$ cat config.mk
export PLATFORM = sky130hd
export DESIGN_NAME = pipe_flow_ctrl
export DESIGN_NICKNAME = d
export VERILOG_FILES = /design/src/rtl/pipe_flow_ctrl.sv
export SDC_FILE = /design/constraint.sdc
export NUM_CORES = 1
export LEC_CHECK = 0
export ABC_AREA = 1
export BUFFER_PORTS_ARGS = -buffer_cell sky130_fd_sc_hd__buf_4
export CORE_ASPECT_RATIO = 0.5
export CORE_MARGIN = 8
export CORE_UTILIZATION = 30
export CTS_BUF_LIST = sky130_fd_sc_hd__clkbuf_16
export CTS_CLUSTER_SIZE = 8
export DETAILED_ROUTE_END_ITERATION = 12
export GPL_TIMING_DRIVEN = 1
export HOLD_SLACK_MARGIN = 0.12
export SLEW_MARGIN = 20
export SYNTH_ARGS = -nofsm -noshare
export SYNTH_HDL_FRONTEND = slang
export SYNTH_SLANG_ARGS = --single-unit
$ cat constraint.sdc
create_clock -name clk -period 5.4 [get_ports clk]
set_clock_uncertainty 0.2 [all_clocks]
set_input_delay 1.08 -clock clk [delete_from_list [all_inputs] [get_ports clk]]
set_output_delay 1.08 -clock clk [all_outputs]
set_load 0.02 [all_outputs]
$ cat src/rtl/pipe_flow_ctrl.sv
`default_nettype none
// ----------------------------------------------------------------------------
// pipe_flow_ctrl : per-stage write-enable / sync-clear from stall, flush, drain
// Rev 1.0
// ----------------------------------------------------------------------------
module pipe_flow_ctrl #(
  parameter int NSTAGES    = 6,
  parameter int WDOG_W     = 8,
  parameter int WDOG_LIMIT = 255
) (
  input  logic               clk,
  input  logic               reset,
  input  logic [NSTAGES-1:0] stall_req,
  input  logic [NSTAGES-1:0] flush_req,
  input  logic               drain_req,
  output logic [NSTAGES-1:0] stage_we,
  output logic [NSTAGES-1:0] stage_rst,
  output logic               redirect,
  output logic               flush_pending,
  output logic               drained,
  output logic               stall_timeout
);

  localparam int IW = $clog2(NSTAGES);

  typedef enum logic [1:0] {
    RUN     = 2'd0,
    DRAIN   = 2'd1,
    DRAINED = 2'd2
  } state_t;

  state_t            state, state_nxt;
  logic [IW-1:0]     dcnt, dcnt_nxt, dcnt_inc;
  logic              pend_valid, pend_valid_nxt;
  logic [IW-1:0]     pend_idx, pend_idx_nxt;
  logic [WDOG_W-1:0] wcnt, wcnt_nxt;
  logic              timeout_flag;

  logic s_valid;
  int   s_idx;
  logic f_valid;
  int   f_idx;
  logic flush_apply;
  logic stall_eff;

  // Highest-index stall and flush; a latched flush competes with new ones.
  always_comb begin
    s_valid = 1'b0;
    s_idx   = 0;
    f_valid = 1'b0;
    f_idx   = 0;
    for (int k = 1; k < NSTAGES; k++) begin
      if (stall_req[k]) begin
        s_valid = 1'b1;
        s_idx   = k;
      end
      if (flush_req[k]) begin
        f_valid = 1'b1;
        f_idx   = k;
      end
    end
    if (pend_valid && (!f_valid || (int'(pend_idx) > f_idx))) begin
      f_valid = 1'b1;
      f_idx   = int'(pend_idx);
    end
  end

  assign flush_apply = f_valid && (!s_valid || (f_idx > s_idx));
  assign stall_eff   = s_valid && (state != DRAINED);

  always_comb begin
    stage_we  = '1;
    stage_rst = '0;
    redirect  = 1'b0;
    drained   = 1'b0;
    if (flush_apply) begin
      redirect = 1'b1;
      for (int k = 1; k < NSTAGES; k++) begin
        stage_rst[k] = (k <= f_idx);
      end
    end else if (s_valid) begin
      for (int k = 0; k < NSTAGES; k++) begin
        if (k <= s_idx) begin
          stage_we[k] = 1'b0;
        end else if (k == s_idx + 1) begin
          stage_rst[k] = 1'b1;
        end
      end
    end
    // Draining: starve fetch and keep pushing bubbles in behind the tail.
    if ((state == DRAIN) && !flush_apply) begin
      stage_we[0]  = 1'b0;
      stage_we[1]  = 1'b1;
      stage_rst[1] = 1'b1;
    end
    if (state == DRAINED) begin
      stage_we  = '0;
      stage_rst = '0;
      redirect  = 1'b0;
      drained   = 1'b1;
    end
    if (reset) begin
      stage_we  = '1;
      stage_rst = '1;
      redirect  = 1'b0;
      drained   = 1'b0;
    end
  end

  assign flush_pending = pend_valid & ~reset;
  assign stall_timeout = timeout_flag & ~reset;

  assign dcnt_inc = dcnt + 1'b1;

  always_comb begin
    state_nxt      = state;
    dcnt_nxt       = dcnt;
    pend_valid_nxt = pend_valid;
    pend_idx_nxt   = pend_idx;
    if (state != DRAINED) begin
      if (flush_apply) begin
        pend_valid_nxt = 1'b0;
      end else if (s_valid && f_valid) begin
        pend_valid_nxt = 1'b1;
        pend_idx_nxt   = f_idx[IW-1:0];
      end
    end
    case (state)
      RUN: begin
        if (drain_req) begin
          state_nxt = DRAIN;
          dcnt_nxt  = '0;
        end
      end
      DRAIN: begin
        if (!drain_req) begin
          state_nxt = RUN;
          dcnt_nxt  = '0;
        end else if (!s_valid) begin
          dcnt_nxt = dcnt_inc;
          if (dcnt_inc == IW'(NSTAGES - 1)) begin
            state_nxt = DRAINED;
          end
        end
      end
      DRAINED: begin
        if (!drain_req) begin
          state_nxt = RUN;
          dcnt_nxt  = '0;
        end
      end
      default: begin
        state_nxt = RUN;
        dcnt_nxt  = '0;
      end
    endcase
  end

  always_comb begin
    wcnt_nxt = '0;
    if (stall_eff) begin
      wcnt_nxt = (wcnt == '1) ? wcnt : wcnt + 1'b1;
    end
  end

  always_ff @(posedge clk) begin
    if (reset) begin
      state        <= RUN;
      dcnt         <= '0;
      pend_valid   <= 1'b0;
      pend_idx     <= '0;
      wcnt         <= '0;
      timeout_flag <= 1'b0;
    end else begin
      state        <= state_nxt;
      dcnt         <= dcnt_nxt;
      pend_valid   <= pend_valid_nxt;
      pend_idx     <= pend_idx_nxt;
      wcnt         <= wcnt_nxt;
      timeout_flag <= timeout_flag | (wcnt_nxt == WDOG_W'(WDOG_LIMIT));
    end
  end

endmodule
`default_nettype wire

Yosys cells after proc, flatten, opt, wreduce, memory -nomap -nowiden
Cells that the tools add are included.
{"block": "op_classes", "addsub": 3, "n_lt_le_gt_ge": 13, "n_eq_ne": 15, "muxes": 71, "bitwise_logic": 5, "reduce_logical": 17}
{"operator": "2-to-1 mux 32 bit", "count": 9}
{"operator": "<= comparator 3 x 32 -> 1 bit (first input constant)", "count": 4}
{"operator": "<= comparator 4 x 32 -> 1 bit (first input constant)", "count": 4}
{"operator": "equality test 3 x 32 -> 1 bit (first input constant)", "count": 2}
{"operator": "equality test 4 x 32 -> 1 bit (first input constant)", "count": 2}
{"operator": "<= comparator 2 x 32 -> 1 bit (first input constant)", "count": 2}
{"operator": "2-to-1 mux 6 bit", "count": 7}
{"operator": "2-to-1 mux 1 bit", "count": 40}
{"operator": "adder 32 x 2 -> 32 bit (second input constant)", "count": 1}
{"operator": "equality test 2 x 32 -> 1 bit (first input constant)", "count": 1}
{"operator": "> comparator 32 bit", "count": 1}
{"operator": "> comparator 4 x 32 -> 1 bit", "count": 1}
{"operator": "<= comparator 1 x 32 -> 1 bit (first input constant)", "count": 1}
{"operator": "zero test 32 bit", "count": 1}
{"operator": "equality test 8 bit (second input constant)", "count": 2}
{"operator": "2-to-1 mux 8 bit", "count": 2}
{"operator": "2-to-1 mux 2 bit", "count": 6}
{"operator": "2-to-1 mux 3 bit", "count": 4}
{"operator": "case mux 3 bit (3 select lines)", "count": 1}
{"operator": "adder 8 x 1 -> 8 bit (second input constant)", "count": 1}
{"operator": "!= test 2 bit (second input constant)", "count": 3}
{"operator": "case mux 2 bit (3 select lines)", "count": 1}
{"operator": "AND reduction 3 bit", "count": 2}
{"operator": "logical AND 1 bit", "count": 5}
{"operator": "other kinds (16)", "count": 21}
{"block": "word_totals", "regBits": 18}

Depth between registers and ports, before layout
Gate-level depths: netlist of run 1.
{"block": "depth", "depth_word": 17, "depth_mapped": 24, "mapped_depth_nobuf": 24}

Worst setup path before layout of run 1
Ideal clock, no wire load.
{"block": "synth_timing", "kind": "input to output", "start": "input flush_req[1]", "end": "output stage_we[0]", "t_arrival_ns": 3.529, "path_slack_ns": 0.591, "cell_stages": 19, "n_path_buf": 0, "cell_sequence": "inv_1 o21bai_1 a21oi_1 inv_1 ha_1 nand3_1 nand2_1 nand2_1 nand2_1 nand2_1 nand2_1 inv_1 ha_1 nand2_1 nor2_1 o21ai_1 a21boi_4 o21ai_1 o21ai_0"}
{"item": "from (decl)", "line_no": "14", "source": "input logic [NSTAGES-1:0] flush_req,"}
{"item": "to (decl)", "line_no": "16", "source": "output logic [NSTAGES-1:0] stage_we,"}

==> results.md, run 1 <==
* Status: complete, no violations
* Top Ports at 31
* Tcrit/Tclk final at 95.5%
* Crit path kind: input port to output port
* Number of global-route vias before repair at 1438
* Share of cells above drive strength 1 at 18.9%
* R2R Path Start: pend_idx[2]$_SDFFE_PP0P_
* GPL Wtd Cong at 0.811
* Commonest cells after routing, fill and taps aside: nand2_1 (51), inv_1 (47), nor2_1 (31)
* Worst Hold Class: flop to flop
* Register area at 360 sq um
* Post-synthesis sequential area ratio at 23.6%
* Post-Layout Cell Count at 345
* Die W at 117 microns
* TritonRoute pass-1 iters at 4
* Final Hold Viols at 0
* Clk slew on worst S/H paths at 0.05 ns
* Post-CTS Setup Inserts at 0
* Initial antenna violation count at 0
* Starting Density at 31.1%
* Tot GR Track Use at 9.34%
* Synthesized flop and latch total at 18
* Row count at 18
* Peak VDD IR at 0.147 mV
* # hold bufs at CTS at 0
* Vias at 1564
* Crit path max-delay family: simple AND/OR/NAND/NOR gates
* Stages on worst setup path at 24
* Area of the multi-input gates at 982 sq um
* Syn_area_per_cell at 6.22 sq um
* CP endpoint: stage_rst[3]
* Worst path bufs/invs at 6
* Fill cell count at 537
* CP Cell Sequence: buf_4, inv_1, o21bai_1, a21oi_2, inv_1, ha_1, nand3_1, nand2_1, nand2_1, nand2_2, nand2_1, nand2_1, inv_1, ha_1, nand2_1, nor2_1, o21ai_1, buf_4, a21boi_4, nand3_1, nor2_1, nor2_1, nor2_1, buf_4
* Slew @ Worst Pin at 0.372 ns
* R2r setup slk at 2.44 ns
* Crit end category: output port
* Final Max Slew Viols at 0
* Pwr dens at 302 nW/um^2
* Final HPWL DP at 2.99 mm
* CTS tree: yes
* PnR worst setup slack at 0.245 ns
* Worst-Skew Late Latency at 0.24 ns
* Yosys warnings at 0
* Core footprint at 4910 sq um
* Die extent in y at 66.5 microns
* Die area at 7780 sq um
* Ant diodes at 0
* Post-CTS sizing at 0
* Pin count of the biggest net entering global routing at 19
* Final setup viols at 0
* Synthesized area at 1530 sq um
* Placed cell count at 342
* Req. time, crit path at 4.12 ns
* Crit path max fanout at 4
* Fmax at 194 MHz
* Layout Area Growth over Synthesis at 25.1%
* Input/output buffers at 28
* Syn Nets at 271
* Vias per inst at 4.53
* Sink Count at 18
* Startpoint types: input port
* Final min period at 5.15 ns
* Slowest cell delay on critical path at 0.32 ns
* Slew margin rel. at 75.0%
* Most common cell after layout, fill and taps aside: nand2_1
* Worst Setup SP: flush_req[1]
* Final wirelength at 3.58 mm
* Routed len/inst at 10.4 microns
* CTS H-tree lvls at 1
* CTS root buf: clkbuf_16
* Total gr overflow at 0
* DRC violations left at 0
* CTS max path bufs at 2
* Most used cell, CP: nand2_1
* Leakage power at 1.04 nW
* Cts bufs inserted at 3
* Worst path arrival time at 3.87 ns
* Initial DRC Count at 76
* Reg-to-reg endpoint: pend_valid$_SDFFE_PP0P_
* ANT nets after route at 0
* Post-place setup slack at 0.221 ns
* Synthesized instance count at 246
* Max cap viols at 0
* Distinct cells, synth at 30
* First-pass GRT wire length at 5.95 mm
* Critical path's slowest cell: ha_1
* FF-to-FF path depth at 20
* Layout net count at 302
## metal layers
| metal | up-vias | global-route usage [%] | part of all wire [%] |
|---|---|---|---|
| met5 | - | 0 | 0 |
| met1 | 697 | 10.8 | 47 |
| met2 | 17 | 17.4 | 50 |
| met3 | 2 | 1.89 | 2.3 |
| met4 | 0 | 2.21 | 0.84 |
| li1 | 848 | - | - |
## Yosys cell counts, drive strengths merged
| cell type | n | area (sq um) |
|---|---|---|
| a21boi | 1 | 18.8 |
| a21oi | 15 | 75.1 |
| a22oi | 2 | 15.0 |
| a31oi | 2 | 12.5 |
| and3 | 1 | 6.26 |
| buf | 1 | 7.51 |
| clkbuf | 2 | 7.51 |
| dfxtp | 18 | 360 |
| ha | 10 | 125 |
| inv | 50 | 190 |
| nand2 | 53 | 206 |
| nand3 | 22 | 130 |
| nand4 | 4 | 31.3 |
| nor2 | 36 | 178 |
| nor3 | 6 | 30.0 |
| o211ai | 1 | 7.51 |
| o21ai | 15 | 75.1 |
| o21bai | 1 | 7.51 |
| or2 | 3 | 18.8 |
| xor2 | 3 | 26.3 |
## final cells by class
cell class	count	area share [%]
multi-input cells	175	51.3
inverters	50	9.94
flip-flops and latches	18	18.8
well taps	70	4.58
repair buffers	29	11.4
clock buffers	3	3.92
## power by group
group          switching (mW)  internal [mW]
clock network          0.0444         0.0972
logic                   0.171          0.107
registers              0.0111          0.146
## worst min-delay path, cell delays in order, from the launching register on
cell and delay, ns:
dfxtp_1 0.30, nand2_1 0.06, nand2_1 0.06
## cell families after synthesis
group | count (synthesis) | share of synthesized area [%]
DFF | 18 | 23.6
adders and majority gates | 10 | 8.18
xor gates and xnor gates | 3 | 1.72
and+or+nand+nor | 125 | 39.3
buffers and inverters | 53 | 13.4
AOI/OAI and AO/OA | 37 | 13.8
## sequential cells by signal, summed over array words and instances (netlist names)
name / count
timeout_flag: 1
dcnt: 3
wcnt: 8
state: 2
pend_valid: 1
pend_idx: 3
## stage by stage
step           utilization (%)  power [mW]  TNS [ns]  instance area (sq um)  hold WS, ns
3_3_place_gp              37.1       0.431         0                   1820        0.236
2_1_floorplan                -       0.344         0                   1530        0.221
6_report                  39.0       0.578         0                   1910        0.249
3_5_place_dp              37.1       0.435         0                   1820        0.242
5_1_grt                   39.0       0.623  -0.00517                   1910        0.288
4_1_cts                   38.6       0.581         0                   1890        0.253
## how the worst min path moves through the flow
| stage | start | to | slack (ns) | cells past startpoint |
|---|---|---|---|---|
| finish | timeout_flag$_SDFF_PP0_ | timeout_flag$_SDFF_PP0_ | 0.25 | 2 |
| global route | timeout_flag$_SDFF_PP0_ | timeout_flag$_SDFF_PP0_ | 0.29 | 2 |
| CTS | timeout_flag$_SDFF_PP0_ | timeout_flag$_SDFF_PP0_ | 0.25 | 2 |
| detailed placement | timeout_flag$_SDFF_PP0_ | timeout_flag$_SDFF_PP0_ | 0.24 | 2 |
| global placement | timeout_flag$_SDFF_PP0_ | timeout_flag$_SDFF_PP0_ | 0.24 | 2 |
| floorplan | timeout_flag$_SDFF_PP0_ | timeout_flag$_SDFF_PP0_ | 0.22 | 2 |
No activity file was read; power rests on OpenSTA's default activity.
==> run 2: changes to the inputs <==
- CTS_BUF_LIST: sky130_fd_sc_hd__clkbuf_16 -> not set
- PLACE_DENSITY_LB_ADDON: not set -> 0.15
==> run 2 against run 1 <==
  * Clock-buffer cell count unchanged
  * Sequential power about the same
  * Fmax increased by 0.79%
==> results.md, run 2 (same netlist as run 1, synthesis figures left out) <==
* Tcrit/Tclk final at 94.7% (-0.75 points)
* R2R Path Start: pend_idx[2]$_SDFFE_PP0P_
* Vias per inst at 4.47 (-1.3%)
* Row count at 18 (unchanged)
* Crit end category: output port
* Slew margin rel. at 69.9% (-5.1 points)
* Final setup viols at 0 (unchanged)
* ANT nets after route at 0 (unchanged)
* Worst-Skew Late Latency at 0.25 ns (about the same)
* Ant diodes at 0 (unchanged)
* Final min period at 5.11 ns (-0.0403 ns)
* Largest register by flop count: wcnt
* Registers with the most flip-flops: wcnt x8, dcnt x3, pend_idx x3
* Share of cells above drive strength 1 at 21.3% (+2.4 points)
* Commonest cells after routing, fill and taps aside: nand2_1 (49), inv_1 (46), buf_4 (31)
* Die area at 7780 sq um (unchanged)
* Slew @ Worst Pin at 0.447 ns (+0.0752 ns)
* Final Hold Viols at 0 (unchanged)
* Post-Layout Cell Count at 347 (+0.58%)
* First-pass GRT wire length at 6.46 mm (+8.5%)
* Vias at 1552 (-0.77%)
* Worst Hold Class: flop to flop
* Largest register FFs at 8 (unchanged)
* Peak VDD IR at 0.0833 mV (-43%)
* Final HPWL DP at 3.07 mm (+2.6%)
* Status: complete, no violations
* GPL Wtd Cong at 0.804 (-0.85%)
* R2r setup slk at 2.45 ns (about the same)
* Tot GR Track Use at 10.0% (+0.67 points)
* Req. time, crit path at 4.12 ns (about the same)
* Fmax at 196 MHz (+0.79%)
* Leakage power at 1.03 nW (-0.59%)
* Most common cell after layout, fill and taps aside: nand2_1
* Number of global-route vias before repair at 1493 (+3.8%)
* CTS max path bufs at 2 (unchanged)
* CTS tree: yes
* TritonRoute pass-1 iters at 4 (unchanged)
* Worst Setup SP: flush_req[1]
* CP endpoint: stage_rst[3]
* Post-Route Utilization at 39.0% (+0.076 points)
* Final wirelength at 3.72 mm (+4.0%)
* Crit path kind: input port to output port
* Starting Density at 31.1% (unchanged)
* Routed len/inst at 10.7 microns (+3.4%)
* Sink Count at 18 (unchanged)
* Layout Area Growth over Synthesis at 25.4%
* Fill cell count at 580 (+8.0%)
* Input/output buffers at 28 (unchanged)
* Initial antenna violation count at 0 (unchanged)
* CTS H-tree lvls at 1 (unchanged)
* Pwr dens at 282 nW/um^2 (-6.6%)
* Die extent in y at 66.5 microns (unchanged)
* # hold bufs at CTS at 0 (unchanged)
* FF-to-FF path depth at 20 (unchanged)
* Worst path arrival time at 3.83 ns (-0.04 ns)
* Final Max Slew Viols at 0 (unchanged)
* Cts bufs inserted at 3 (unchanged)
* Crit path max fanout at 4 (unchanged)
* Die W at 117 microns (unchanged)
* Initial DRC Count at 82 (+7.9%)
* Top Ports at 31 (unchanged)
* Layout net count at 304 (+0.66%)
* CTS root buf: clkbuf_8
* Total gr overflow at 0 (unchanged)
* Placed cell count at 343 (+0.29%)
* Startpoint types: input port
* Clk slew on worst S/H paths at 0.07 ns (+0.02 ns)
* Min Hold Slack at 0.253 ns (+0.00385 ns)
* DRC violations left at 0 (unchanged)
* Pin count of the biggest net entering global routing at 19 (unchanged)
* Reg-to-reg endpoint: pend_valid$_SDFFE_PP0P_
* Fin Setup TNS at 0 ns (unchanged)
* Core footprint at 4910 sq um (unchanged)
* Max cap viols at 0 (unchanged)
## run 2: cell types whose count changed in the layout (fill, tap and decap cells not counted), moves of 2 or more
cell	previous run	this run
nand2_2	1	3
nand2_1	51	49
clkbuf_16	3	0
buf_4	29	31
nor2_2	1	3
clkbuf_8	0	3
## run 2: metal layers
metal  vias up  global-route usage [%]  wire length, microns
li1        846                       -                     -
met1       671                    13.4                  1880
met2        31                    16.1                  1620
met3         4                    1.98                   200
met4         0                    2.84                    23
met5         -                       0                     0
## run 2: report_power, final
group          internal, mW  switching, mW  leakage [nW]  total (mW)
Combinational         0.114          0.177         0.862       0.291
Sequential            0.146         0.0107         0.147       0.157
Clock                0.0495         0.0432        0.0216      0.0927
Total                 0.310          0.231          1.03       0.540
## run 2: through the flow
step                      total power [mW]  setup WS (ns)  cell area [sq um]
after floorplan                      0.344          0.591               1530
after CTS                            0.531          0.190               1870
final                                0.540          0.286               1920
after detailed placement             0.436          0.218               1830
after global routing                 0.596       -0.00420               1920
after global placement               0.433          0.279               1830
## run 2: layout make-up
type                    count  area [sq um]  share of cell area (%)
repair buffers             31           233                    12.1
flip-flops and latches     18           360                    18.8
multi-input cells         175          1000                    52.4
inverters                  50           190                    9.92
well taps                  70          87.6                    4.57
clock buffers               3          41.3                    2.15
## run 2: how the worst min path moves through the flow
| stage | start | endpoint | slack [ns] | cells after the start |
|---|---|---|---|---|
| 6_report | timeout_flag$_SDFF_PP0_ | timeout_flag$_SDFF_PP0_ | 0.25 | 2 |
| 5_1_grt | timeout_flag$_SDFF_PP0_ | timeout_flag$_SDFF_PP0_ | 0.28 | 2 |
| 4_1_cts | timeout_flag$_SDFF_PP0_ | timeout_flag$_SDFF_PP0_ | 0.26 | 2 |
| 3_5_place_dp | timeout_flag$_SDFF_PP0_ | timeout_flag$_SDFF_PP0_ | 0.24 | 2 |
| 3_3_place_gp | timeout_flag$_SDFF_PP0_ | timeout_flag$_SDFF_PP0_ | 0.24 | 2 |
| 2_1_floorplan | timeout_flag$_SDFF_PP0_ | timeout_flag$_SDFF_PP0_ | 0.22 | 2 |
## run 2: worst max-delay path: stages
cell and delay, ns:
buf_4 0.11, inv_1 0.09, o21bai_1 0.09, a21oi_2 0.17, inv_1 0.06, ha_1 0.27, nand3_1 0.06, nand2_1 0.08
nand2_2 0.08, nand2_2 0.08, nand2_1 0.08, nand2_1 0.08, inv_1 0.08, ha_1 0.31, nand2_1 0.07, nor2_2 0.10
o21ai_1 0.07, buf_4 0.16, a21boi_4 0.22, nand3_2 0.11, nor2_1 0.09, nor2_1 0.05, nor2_1 0.09, buf_4 0.15
## run 2: repair_timing
item	4_1_cts	5_1_grt
resized for setup	0	11
endpoints found under the setup margin	0	9
setup buffers	0	1
